$ cat config.mk
export PLATFORM = sky130hd
export DESIGN_NAME = status_wr_arbiter
export DESIGN_NICKNAME = d
export VERILOG_FILES = /design/src/rtl/status_wr_arbiter.sv
export SDC_FILE = /design/constraint.sdc
export NUM_CORES = 1
export LEC_CHECK = 0
export BUFFER_PORTS_ARGS = -buffer_cell sky130_fd_sc_hd__buf_2
export CAP_MARGIN = 20
export CORE_MARGIN = 8
export CORE_UTILIZATION = 48
export CTS_CLUSTER_SIZE = 25
export DETAILED_ROUTE_END_ITERATION = 8
export PLACE_DENSITY = 0.81
export SYNTH_ARGS = -nofsm -noshare
export SYNTH_HDL_FRONTEND = slang
export SYNTH_SLANG_ARGS = --single-unit
$ cat constraint.sdc
create_clock -name s_axi_clk -period 3.8 [get_ports s_axi_clk]
set_clock_uncertainty 0.2 [all_clocks]
set_input_delay 0.19 -clock s_axi_clk [delete_from_list [all_inputs] [get_ports s_axi_clk]]
set_output_delay 0.19 -clock s_axi_clk [all_outputs]
set_load 0.005 [all_outputs]
$ cat src/rtl/status_wr_arbiter.sv
// -----------------------------------------------------------------------------
// status_wr_arbiter
//
// Purpose:
//    Arbitrates between NUM_OF_INTERRUPTS status requesters and turns each
//    granted request into one qword write towards the TLP write engine.
//    Channels are served round-robin. Only one write is ever outstanding.
//    Each served channel gets a one-cycle status_ack pulse.
//    A misaligned address is acked without writing and flags err_misalign.
//    A write whose wr_done never comes is acked after TIMEOUT_CYCLES and
//    flags err_timeout.
//
// Ports:
//    s_axi_clk     in   sole clock, rising edge
//    s_axi_rst     in   synchronous active-high reset
//    status_req    in   [N]     per-channel level request, held until acked
//    status_qword  in   [64N]   per-channel write data, channel i at [64i+:64]
//    status_addr   in   [64N]   per-channel host byte address, same slicing
//    status_ack    out  [N]     one-cycle completion pulse for the served channel
//    wr_req_valid  out  1       write request to the write engine
//    wr_req_ready  in   1       write engine accepts when high with valid
//    wr_req_addr   out  64      qword-aligned host address
//    wr_req_data   out  64      qword to write
//    wr_done       in   1       pulse: accepted write has been issued
//    err_misalign  out  1       pulse in the ACK cycle of a misaligned grant
//    err_timeout   out  1       pulse in the ACK cycle of a timed-out write
//    busy          out  1       high whenever the arbiter is not in ARB
// -----------------------------------------------------------------------------
module status_wr_arbiter #(
   parameter int NUM_OF_INTERRUPTS = 1,
   parameter int TIMEOUT_CYCLES    = 1024
) (
   input  logic                           s_axi_clk,
   input  logic                           s_axi_rst,
   input  logic [NUM_OF_INTERRUPTS-1:0]    status_req,
   input  logic [64*NUM_OF_INTERRUPTS-1:0] status_qword,
   input  logic [64*NUM_OF_INTERRUPTS-1:0] status_addr,
   output logic [NUM_OF_INTERRUPTS-1:0]    status_ack,
   output logic                           wr_req_valid,
   input  logic                           wr_req_ready,
   output logic [63:0]                    wr_req_addr,
   output logic [63:0]                    wr_req_data,
   input  logic                           wr_done,
   output logic                           err_misalign,
   output logic                           err_timeout,
   output logic                           busy
);

   localparam int N     = NUM_OF_INTERRUPTS;
   // A single channel still gets a 1-bit index so every vector stays legal.
   localparam int IDX_W = (N > 1) ? $clog2(N) : 1;
   localparam int CNT_W = $clog2(TIMEOUT_CYCLES);

   localparam logic [IDX_W:0]   N_EXT    = (IDX_W+1)'(N);
   localparam logic [IDX_W-1:0] LAST_CH  = IDX_W'(N - 1);
   localparam logic [CNT_W-1:0] CNT_LAST = CNT_W'(TIMEOUT_CYCLES - 1);

   typedef enum logic [2:0] {
      ARB,
      ISSUE,
      WAIT_DONE,
      ACK,
      GAP
   } state_e;

   state_e            state_q, state_d;
   logic [IDX_W-1:0]  grant_q, grant_d;
   logic [IDX_W-1:0]  last_grant_q, last_grant_d;
   logic [63:0]       addr_q, addr_d;
   logic [63:0]       data_q, data_d;
   logic [CNT_W-1:0]  cnt_q, cnt_d;
   logic              misalign_q, misalign_d;
   logic              timeout_q, timeout_d;

   // Round-robin pick
   logic [IDX_W:0]    rr_base;
   logic [N-1:0]      req_rot;
   logic [IDX_W-1:0]  rr_off;
   logic [IDX_W:0]    rr_sum;
   logic [IDX_W-1:0]  rr_pick;
   logic [63:0]       sel_addr;
   logic [63:0]       sel_data;

   // The request vector is rotated so that bit 0 is channel last_grant+1.
   // The lowest set bit of the rotated vector is then the next channel in
   // round-robin order, and it is mapped back to an absolute index modulo N.
   // NOTE: combinational blocks use blocking assignments and give every
   // variable a default first, so no path leaves a value unassigned (latch).
   always_comb begin
      rr_base = {1'b0, last_grant_q} + (IDX_W+1)'(1);
      if (rr_base >= N_EXT) begin
         rr_base = '0;
      end
      req_rot = N'({status_req, status_req} >> rr_base);

      rr_off = '0;
      for (int i = N - 1; i >= 0; i--) begin
         if (req_rot[i]) begin
            rr_off = IDX_W'(i);
         end
      end

      rr_sum = rr_base + {1'b0, rr_off};
      if (rr_sum >= N_EXT) begin
         rr_sum = rr_sum - N_EXT;
      end
      rr_pick = rr_sum[IDX_W-1:0];

      sel_addr = '0;
      sel_data = '0;
      for (int i = 0; i < N; i++) begin
         if (rr_pick == IDX_W'(i)) begin
            sel_addr = status_addr[64*i +: 64];
            sel_data = status_qword[64*i +: 64];
         end
      end
   end

   // Next-state logic
   always_comb begin
      state_d      = state_q;
      grant_d      = grant_q;
      last_grant_d = last_grant_q;
      addr_d       = addr_q;
      data_d       = data_q;
      cnt_d        = '0;
      misalign_d   = misalign_q;
      timeout_d    = timeout_q;

      unique case (state_q)
         ARB: begin
            if (|status_req) begin
               // Address and data are captured here; the write uses only
               // the captured copy from now on.
               grant_d    = rr_pick;
               addr_d     = sel_addr;
               data_d     = sel_data;
               timeout_d  = 1'b0;
               misalign_d = (sel_addr[2:0] != 3'd0);
               state_d    = (sel_addr[2:0] != 3'd0) ? ACK : ISSUE;
            end
         end

         ISSUE: begin
            // wr_done is deliberately not looked at here.
            if (wr_req_ready) begin
               state_d = WAIT_DONE;
            end
         end

         WAIT_DONE: begin
            cnt_d = cnt_q + CNT_W'(1);
            // wr_done wins over a timeout landing in the same cycle.
            if (wr_done) begin
               state_d = ACK;
            end else if (cnt_q == CNT_LAST) begin
               state_d   = ACK;
               timeout_d = 1'b1;
            end
         end

         ACK: begin
            last_grant_d = grant_q;
            state_d      = GAP;
         end

         GAP: begin
            // One idle cycle lets the acked requester drop status_req.
            state_d = ARB;
         end

         default: begin
            state_d = ARB;
         end
      endcase
   end

   // State registers
   // NOTE: sequential state is updated with non-blocking assignments so every
   // register samples the pre-edge values of its inputs.
   always_ff @(posedge s_axi_clk) begin
      if (s_axi_rst) begin
         state_q      <= ARB;
         grant_q      <= '0;
         last_grant_q <= LAST_CH;
         addr_q       <= '0;
         data_q       <= '0;
         cnt_q        <= '0;
         misalign_q   <= 1'b0;
         timeout_q    <= 1'b0;
      end else begin
         state_q      <= state_d;
         grant_q      <= grant_d;
         last_grant_q <= last_grant_d;
         addr_q       <= addr_d;
         data_q       <= data_d;
         cnt_q        <= cnt_d;
         misalign_q   <= misalign_d;
         timeout_q    <= timeout_d;
      end
   end

   // Outputs are decoded from registered state only.
   assign wr_req_valid = (state_q == ISSUE);
   assign wr_req_addr  = addr_q;
   assign wr_req_data  = data_q;
   assign busy         = (state_q != ARB);
   assign err_misalign = (state_q == ACK) && misalign_q;
   assign err_timeout  = (state_q == ACK) && timeout_q;

   always_comb begin
      status_ack = '0;
      for (int i = 0; i < N; i++) begin
         status_ack[i] = (state_q == ACK) && (grant_q == IDX_W'(i));
      end
   end

endmodule

==> results.toml, run 1 <==
[clock_network]
clk_pin_slew_worst_paths_ns = 0.06
clockBufferDepth = 2
cts_inserted_buffers = 17
ctsHtreeMaxLevel = 4
clkLatencyLatePin_ns = 0.50
cts_resized = 0
clock-root-buffer = "clkbuf_8"
clkSinkCount = 143
cts_tree = "done"

[routing]
wl_microns = 19300
vias_per_cell = 5.10
drc_errors = 0
wl_per_cell_microns = 16.7
vias = 5906
drtAntennaViolNets = 0
dr.pass1.iters = 6
drt_iter0_drc = 485

[synth]
yosys.area_share.adder = 0.00246
synth.distinct_cells = 26
yosys_warnings = 0
yosys-mux-area-fraction = 0.00197
syn-num-nets = 765
synth.avg_cell_area_sq_um = 8.05
ys.flop_type = "dfxtp_1"
netlist_area_sq_um = 5080
synth_area_leader_cell = "dfxtp_1"
synth_xor_area_frac = 0.0138
ys_seq_elements = 143
yosysMostFrequentCell = "nand2_1"
yosysSeqAreaShare = 0.564
ys_async_sr_fraction = 0
synth_common_cells = "nand2_1 (262), dfxtp_1 (143), a21oi_1 (128)"
synth_edf_count = 0
synth-compound-area-share = 0.132
synthSimpleGateAreaFrac = 0.234
syn_inst = 631
synth_top_area_frac = 0.564
synth_top_family_by_area = "simple AND/OR/NAND/NOR gates"
synth_area_leaders = "dfxtp_1 (56%), nand2_1 (19%), a21oi_1 (13%), buf_6 (2.4%), clkbuf_1 (1.9%)"

[setup_path]
cpPeakStageDelay_ns = 0.80
cp.required_ns = 4.01
cp-end-kind = "flop"
start_kind = "flop"
critPathSlowestCell = "and2_4"
worst_ep_arrival_time_ns = 2.70
crit_chain = "nor3_2 > and2_4 > buf_4 > nand2_1 > a21oi_1"
crit_type = "flop to flop"
crit_family = "simple AND/OR/NAND/NOR gates"
crit_buf_inv = 1
crit_fanout = 82

[global_route]
overflow = 0
grt_first_pass_wirelength_microns = 30500
grt_max_degree = 83
antenna_found_initial = 2
grt_usage = 0.264
grt_pass1_vias = 6037

[placed_design]
io_buffer_count = 265
gp_congestion = 0.807
placed_cells = 992
hpwl_microns = 10700

[floorplanning]
die_area_sq_um = 14100
ioPinCount = 266
start_util = 0.492
coreArea_sq_um = 10300
row_count = 37
die_w_microns = 119
die_y_microns = 119

[status]
status = "complete, no violations"

[run]
maxCapViolCount = 0

[power]
peakVddDrop_mv = 0.475
power.leakage_uw = 0.00383
power_density_nw_per_um2 = 608
power_uw = 5030

[sta]
setup_violations = 0
setup_tns_ns = 0
relSlewSlack = 0.411
finalMaxSlewViolations = 0
rsz0062_at_grt = "false"
layout_min_cycle_time_ns = 2.49
hold_violations = 0
tightest_slew_ns = 0.884
max_freq_ghz = 0.401
period_share = 0.656

[final_layout]
area_growth_pct = 63.1
nNetsFinal = 1141
fillers = 635
drive_above_1_share = 0.297
final_cells = 1157

[worst_hold_path]
hold_path.class = "input pin to flop"
==> timing repair <==
action                    CTS  global route
hold endpoints to repair  132             0
hold buffers              132             0
buffers inserted            0             0
==> where the power goes <==
group / total, uW / internal, uW / switching, uW
logic: 1460 / 589 / 870
registers: 1930 / 1780 / 152
clock network: 1640 / 1000 / 641
total: 5030 / 3370 / 1660
==> per-layer routing <==
metal	vias up	GRT usage	part of all wire
met5	-	0	0
met4	0	0.173	0.057
met3	84	0.0893	0.080
met2	312	0.455	0.49
met1	2719	0.270	0.37
li1	2791	-	-
==> metrics by stage <==
| stage | cell area (sq um) | util | hold WS [ns] | setup slack [ns] |
|---|---|---|---|---|
| after detailed placement | 6380 | 0.618 | 0.236 | 1.46 |
| after global placement | 6380 | 0.618 | 0.230 | 1.53 |
| after floorplan | 5080 | - | 0.126 | 2.21 |
| after global routing | 8290 | 0.803 | 0.0858 | 1.19 |
| final | 8290 | 0.803 | 0.0751 | 1.31 |
| after CTS | 8280 | 0.802 | 0.0570 | 1.38 |
==> sequential cells by signal (all words and copies together), names as in the netlist <==
signal,cells
cnt_q,10
wr_req_data,64
misalign_q,1
state_q,3
timeout_q,1
wr_req_addr,64
==> cell families (layout without fill, tap and decap cells) <==
kind of cell             count (synthesis)  count (layout)
AND/OR/NAND/NOR                        299             299
adder cells (fa/ha/maj)                  1               1
XOR/XNOR                                 8               8
AO/OA/AOI/OAI                          133             133
other                                    0               2
flip-flops                             143             143
buffers and inverters                   46             434
multiplexers                             1               1
==> path summary, 6_finish.rpt <==
check                                        to            start  depth (start not counted)  slack [ns]
worst max-delay path            wr_req_addr[23]       state_q[0]                          5        1.31
worst min-delay path            wr_req_addr[20]        s_axi_rst                          2        0.08
worst max register to register  wr_req_addr[23]       state_q[0]                          5        1.31
worst min register to register  wr_req_data[37]  wr_req_data[37]                          2        0.25
==> layout make-up <==
type	count	area (sq um)	share of cell area
clock inverters	12	160	0.0193
repair buffers	402	2700	0.326
flip-flops and latches	143	2860	0.346
inverters	1	3.75	0.000453
clock buffers	19	422	0.0509
multi-input cells	442	1960	0.237
well taps	136	170	0.0205
diodes	2	5.00	0.000604
==> cell usage in the layout (no fill, tap or decap), types with 2 or more instances in the layout <==
master and count:
o21ai_0 3, nor3_1 3, clkbuf_1 2, clkbuf_16 16, nand4_1 2, dfxtp_1 143
and2_1 2, nor2b_1 2, inv_6 3, dlygate4sd3_1 132, diode_2 2, a21oi_1 128
and4_1 3, nand3_1 3, buf_4 5, bufinv_16 3, xor2_1 7, nor2_1 13
buf_2 264, and3_1 4, clkinvlp_4 4, nand2_1 261
==> worst register-to-register path, cell delays in order (launching register included) <==
cell and delay [ns]:
dfxtp_1 0.41, nor3_2 0.33, and2_4 0.80, buf_4 0.39
nand2_1 0.08, a21oi_1 0.19
No activity file was read; power rests on OpenSTA's default activity.
==> inputs of run 2 (changes only) <==
Settings changed: ABC_AREA set to 1, CORE_UTILIZATION 48 to 41, PLACE_DENSITY 0.81 to 0.73.
Clock period 3.8 ns to 2 ns, I/O delays scaled along.
==> run 2 against run 1 <==
Compared with the run above: final cell count increased by 6.2%; die area up 20%; cell area increased by 5.1%; via count down 2.2%; worst hold slack gained 0.16 ns; wire length shrank 3.8%; critical path type is now input pin to flop; highest routed layer unchanged.
==> results.toml, run 2 <==
[status]
status = "complete, no violations"

[global_route]
use_met2 = 0.365
grt_max_degree = 85
grt_pass1_vias = 5641
antenna_found_initial = 0
globalRouteMet3Util = 0.0746
grtUsageMet1 = 0.217
overflow = 0
grt_usage = 0.208
grt_first_pass_wirelength_microns = 27800
top_usage_layer = "met2"

[sta]
setup_tns_ns = 0
whs_ns = 0.237
max_freq_ghz = 0.526
finalMaxSlewViolations = 0
setup_violations = 0
rsz0062_at_grt = "false"
tightest_slew_ns = 0.340
hold_violations = 0
relSlewSlack = 0.773
layout_min_cycle_time_ns = 1.90
period_share = 0.950

[floorplanning]
start_util = 0.422
die_area_sq_um = 17000
ioPinCount = 266
die_w_microns = 130
row_count = 41
coreArea_sq_um = 12700
die_y_microns = 130

[clock_network]
clkSinkCount = 143
cts_tree = "done"
cts_inserted_buffers = 17
clock-root-buffer = "clkbuf_16"
clk_pin_slew_worst_paths_ns = 0.06
clkLatencyLatePin_ns = 0.40
ctsHtreeMaxLevel = 4
clockBufferDepth = 2

[final_layout]
fillers = 976
drive_above_1_share = 0.294
final_common_cell = "buf_2"
area_growth_pct = 62.4
multi_input_area_sq_um = 1620
nNetsFinal = 1179
layout_common_cells = "buf_2 (265), inv_1 (143), dfxtp_1 (143)"
seq_area_sq_um = 2860

[synth]
netlist_area_sq_um = 5360
ys_async_sr_fraction = 0
synth.avg_cell_area_sq_um = 8.19
synth_edf_count = 0
ys_seq_elements = 143
synth_common_cells = "dfxtp_1 (143), inv_1 (143), a21oi_1 (135)"
ys.flop_type = "dfxtp_1"
yosys_warnings = 0
yosysSeqAreaShare = 0.534
syn-num-nets = 789
syn_inst = 655
synth_area_leader_cell = "dfxtp_1"
synth_area_leaders = "dfxtp_1 (53%), a21oi_1 (13%), inv_1 (10%), o21ai_1 (7.5%), o21ai_0 (4.9%)"
synth.distinct_cells = 23
synth_top_area_frac = 0.534

[setup_path]
cp-endpoint = "wr_req_data[39]"
r2r-end = "wr_req_data[39]"
rr_startpoint = "state_q[2]"
crit_type = "input pin to flop"
cp-end-kind = "flop"
crit_buf_inv = 5
worst_ep_arrival_time_ns = 2.04
cp.required_ns = 2.14
cp_common_cell = "dlygate4sd3_1"
start_kind = "input pin"
cpPeakStageDelay_ns = 0.59
crit_family = "buffers and inverters"
crit_fanout = 31
cp.depth = 7
critPathSlowestCell = "dlygate4sd3_1"
ff2ff_path_depth = 5
crit_chain = "dlygate4sd3_1 > buf_2 > inv_4 > buf_12 > o21ai_1 > a21oi_1 > dlygate4sd3_1"
crit_start = "s_axi_rst"
r2r_setup_slack_ns = 0.13

[routing]
drt_iter0_drc = 255
drtAntennaViolNets = 0
vias = 5774
drc_errors = 0
vias_per_cell = 4.70
dr.pass1.iters = 5
wl_per_cell_microns = 15.1
wl_microns = 18500

[worst_hold_path]
hold_path.class = "flop to flop"

[power]
power.leakage_uw = 0.00407
power_density_nw_per_um2 = 1050
peakVddDrop_mv = 0.601

[run]
maxCapViolCount = 0

[placed_design]
io_buffer_count = 265
gp_congestion = 0.787
hpwl_microns = 11400
## run 2: repair_timing
action,4_1_cts,5_1_grt
hold buffers,134,0
resized for setup,0,2
hold endpoints to repair,143,0
buffers inserted,0,0
setup endpoints to repair,0,1
## run 2: metal layers
layer / vias to the layer above / routed length, microns
met2: 264 / 9120
met1: 2578 / 6980
li1: 2880 / -
met3: 52 / 1830
met5: - / 0
met4: 0 / 618
## run 2: how the worst min path moves through the flow
stage / start / end / slack (ns) / cells past startpoint
2_1_floorplan: s_axi_rst / state_q[0] / -0.03 / 1
3_3_place_gp: s_axi_rst / state_q[0] / 0.14 / 2
3_5_place_dp: s_axi_rst / state_q[2] / 0.14 / 2
4_1_cts: wr_req_addr[22] / wr_req_addr[22] / 0.24 / 2
5_1_grt: wr_req_data[53] / wr_req_data[53] / 0.25 / 2
6_report: wr_req_addr[47] / wr_req_addr[47] / 0.24 / 2
## run 2: cells by family after synthesis
logic type	after synthesis	share of synthesized area
AOI/OAI and AO/OA	270	0.253
and+or+nand+nor	52	0.0455
adders and majority gates	1	0.00233
xor gates and xnor gates	1	0.00163
DFF	143	0.534
buffers and inverters	188	0.164
## run 2: where the power goes
group          switching, uW  leakage (uW)  total (uW)  internal [uW]
Clock                   1100      0.000284        3110           2010
Combinational           1250       0.00261        2330           1080
Sequential               285       0.00118        3680           3400
Total                   2630       0.00407        9120           6490
## run 2: layout make-up
type | instances | share of cell area
antenna | 1 | 0.000287
clock buffer | 24 | 0.0542
clock inverter | 6 | 0.0125
inverter | 146 | 0.0632
multi-input combinational | 324 | 0.186
sequential | 143 | 0.329
tap | 172 | 0.0247
timing repair buffer | 413 | 0.330
## run 2: per-stage QoR
| step | setup slack, ns | utilization | std cells | total power [uW] | cell area (sq um) |
|---|---|---|---|---|---|
| after floorplan | 0.553 | - | 655 | 4930 | 5360 |
| after global placement | 0.405 | 0.531 | 1063 | 5710 | 6760 |
| after detailed placement | 0.352 | 0.531 | 1063 | 5770 | 6760 |
| after CTS | 0.0315 | 0.682 | 1227 | 9120 | 8680 |
| after global routing | 0.0523 | 0.684 | 1228 | 9630 | 8710 |
| final | 0.100 | 0.685 | 1229 | 9120 | 8710 |
## run 2: worst register-to-register path, delay by kind of cell (launching register included)
family | cells | cell delay, ns
flops | 1 | 0.36
compound gates | 2 | 0.25
simple gates | 2 | 0.37
buf+inv | 1 | 0.58
==> inputs of run 3 (changes only) <==
Settings changed: CAP_MARGIN 20 to unset, CORE_MARGIN 8 to unset, CORE_UTILIZATION 41 to 46, PLACE_DENSITY 0.73 to 0.77.
Clock period 2 ns to 2.11 ns, I/O delays scaled along.
==> run 3 against run 2 <==
Compared with the run above: critical path depth is 1 lower; cell area is 0.22% lower; non-clock buffer count is 1 lower; combinational power is 3% lower; clock power is 2% lower; flip-flop and latch count stayed put; via count is 2.0% higher; sequential power is 5% lower; setup slack better by 0.14 ns; wire length is 2.5% lower; total power is 3.4% lower; first-iteration DRC count is 45% higher; largest power group unchanged.
==> results.toml, run 3 (synthesis gave the netlist of run 2 again) <==
[status]
status = "complete, no violations"

[run]
maxCapViolCount = 0

[routing]
vias_per_cell = 4.91
drt_iter0_drc = 369
drc_errors = 0
drtAntennaViolNets = 0
wl_microns = 18100
dr.pass1.iters = 5
wl_per_cell_microns = 15.1
vias = 5892

[setup_path]
rr_startpoint = "state_q[2]"
worst_ep_arrival_time_ns = 1.97
start_kind = "flop"
ff2ff_path_depth = 6
crit_buf_inv = 2
cp_common_cell = "buf_12"
crit_fanout = 28
crit_chain = "nor2_4 > nand3_4 > buf_12 > buf_12 > o21ai_1 > a21oi_1"
cp.required_ns = 2.21
r2r-end = "wr_req_data[0]"
crit_type = "flop to flop"
critPathSlowestCell = "dfxtp_1"
crit_family = "simple AND/OR/NAND/NOR gates"
cpPeakStageDelay_ns = 0.36
r2r_setup_slack_ns = 0.24
cp-end-kind = "flop"

[power]
p_int_uw = 6220
power_frac_seq = 0.398
power_uw = 8810
combPwrFrac = 0.257
power_density_nw_per_um2 = 1010
power.leakage_uw = 0.00408
clkPwrFrac = 0.345
p_sw_uw = 2590
peakVddDrop_mv = 0.706
swShare = 0.294

[global_route]
grt_pass1_vias = 5620
antenna_found_initial = 0
grt_first_pass_wirelength_microns = 26000
grt_max_degree = 73
overflow = 0
grt_usage = 0.286

[final_layout]
nNetsFinal = 1178
final_cells = 1200
area_growth_pct = 62.0
layout_common_cells = "buf_2 (265), inv_1 (143), dfxtp_1 (143)"
final_common_cell = "buf_2"
finalInstanceArea_sq_um = 8690
drive_above_1_share = 0.300
antenna_cells = 0

[clock_network]
clockBufferDepth = 2
cts_resized = 0
cts_tree = "done"
cts_inserted_buffers = 17
clkLatencyLatePin_ns = 0.42
clkSinkCount = 143
ctsHtreeMaxLevel = 4
clk_pin_slew_worst_paths_ns = 0.06
postCtsSetupBuffers = 0
clock-root-buffer = "clkbuf_16"

[placed_design]
io_buffer_count = 265
gp_congestion = 0.761
hpwl_microns = 9340
placed_area_sq_um = 6760
placed_cells = 1036

[floorplanning]
coreArea_sq_um = 11400
row_count = 39
die_w_microns = 110
die_area_sq_um = 12100
die_y_microns = 110
ioPinCount = 266
start_util = 0.472

[worst_hold_path]
hold_path.class = "flop to flop"
min-delay-start = "wr_req_data[61]"
whs_endpoint = "wr_req_data[61]"
holdPathStages = 2

[sta]
layout_min_cycle_time_ns = 1.87
period_share = 0.888
relSlewSlack = 0.636
setup_tns_ns = 0
hold_violations = 0
finalMaxSlewViolations = 0
tightest_slew_ns = 0.546
max_freq_ghz = 0.534
setup_violations = 0
rsz0062_at_grt = "false"
[run 3: cell count changes in the layout (fill, tap and decap cells not counted), sizes merged]
cell	delta
clkinv	+2
diode	-1
clkbuf	-4
dlygate4sd3	-2
buf	+2
clkinvlp	+3
[run 3: cell type report]
| class | instances | area [sq um] |
|---|---|---|
| Sequential cell | 143 | 2860 |
| Timing Repair Buffer | 412 | 2870 |
| Tap cell | 143 | 179 |
| Fill cell | 741 | 2680 |
| Clock buffer | 21 | 470 |
| Inverter | 146 | 548 |
| Clock inverter | 11 | 138 |
| Multi-Input combinational cell | 324 | 1620 |
[run 3: what timing repair did]
item / 4_1_cts / 5_1_grt
endpoints found under the setup margin: 0 / 0
hold buffers: 132 / 0
endpoints found under the hold margin: 143 / 0
[run 3: power by group through the flow]
stage / Combinational (uW) / Clock, uW / Sequential (uW)
global placement: 1910 / 0 / 3500
CTS: 2160 / 3080 / 3470
finish: 2270 / 3040 / 3510
floorplan: 1100 / 0 / 3570
detailed placement: 1950 / 0 / 3520
global route: 2490 / 3210 / 3560
[run 3: how the worst max path moves through the flow]
stage / from / endpoint / slack [ns] / cells after the start
global route: state_q[2] / wr_req_data[52] / 0.15 / 6
detailed placement: state_q[2] / wr_req_data[54] / 0.33 / 6
floorplan: cnt_q[0] / state_q[1] / 0.66 / 8
global placement: state_q[2] / wr_req_data[51] / 0.40 / 6
finish: state_q[2] / wr_req_data[0] / 0.24 / 6
CTS: state_q[2] / wr_req_data[52] / 0.22 / 6
[run 3: layer usage]
metal	up-vias	global-route usage	wire length [microns]
met3	65	0.0758	1260
met2	286	0.539	9370
li1	2884	-	-
met1	2657	0.275	6680
met4	0	0.174	765
met5	-	0	0
[run 3: metrics by stage]
| step | hold WS [ns] | util | setup WS (ns) |
|---|---|---|---|
| 2_1_floorplan | -0.0254 | - | 0.663 |
| 3_3_place_gp | 0.160 | 0.595 | 0.398 |
| 3_5_place_dp | 0.156 | 0.595 | 0.333 |
| 4_1_cts | 0.240 | 0.764 | 0.224 |
| 5_1_grt | 0.252 | 0.764 | 0.147 |
| 6_report | 0.237 | 0.764 | 0.236 |
[run 3: worst reg2reg max path, cell delays in order (launching register included)]
cell     delay, ns
dfxtp_1       0.36
nor2_4        0.19
nand3_4       0.27
buf_12        0.27
buf_12        0.18
o21ai_1       0.19
a21oi_1       0.09
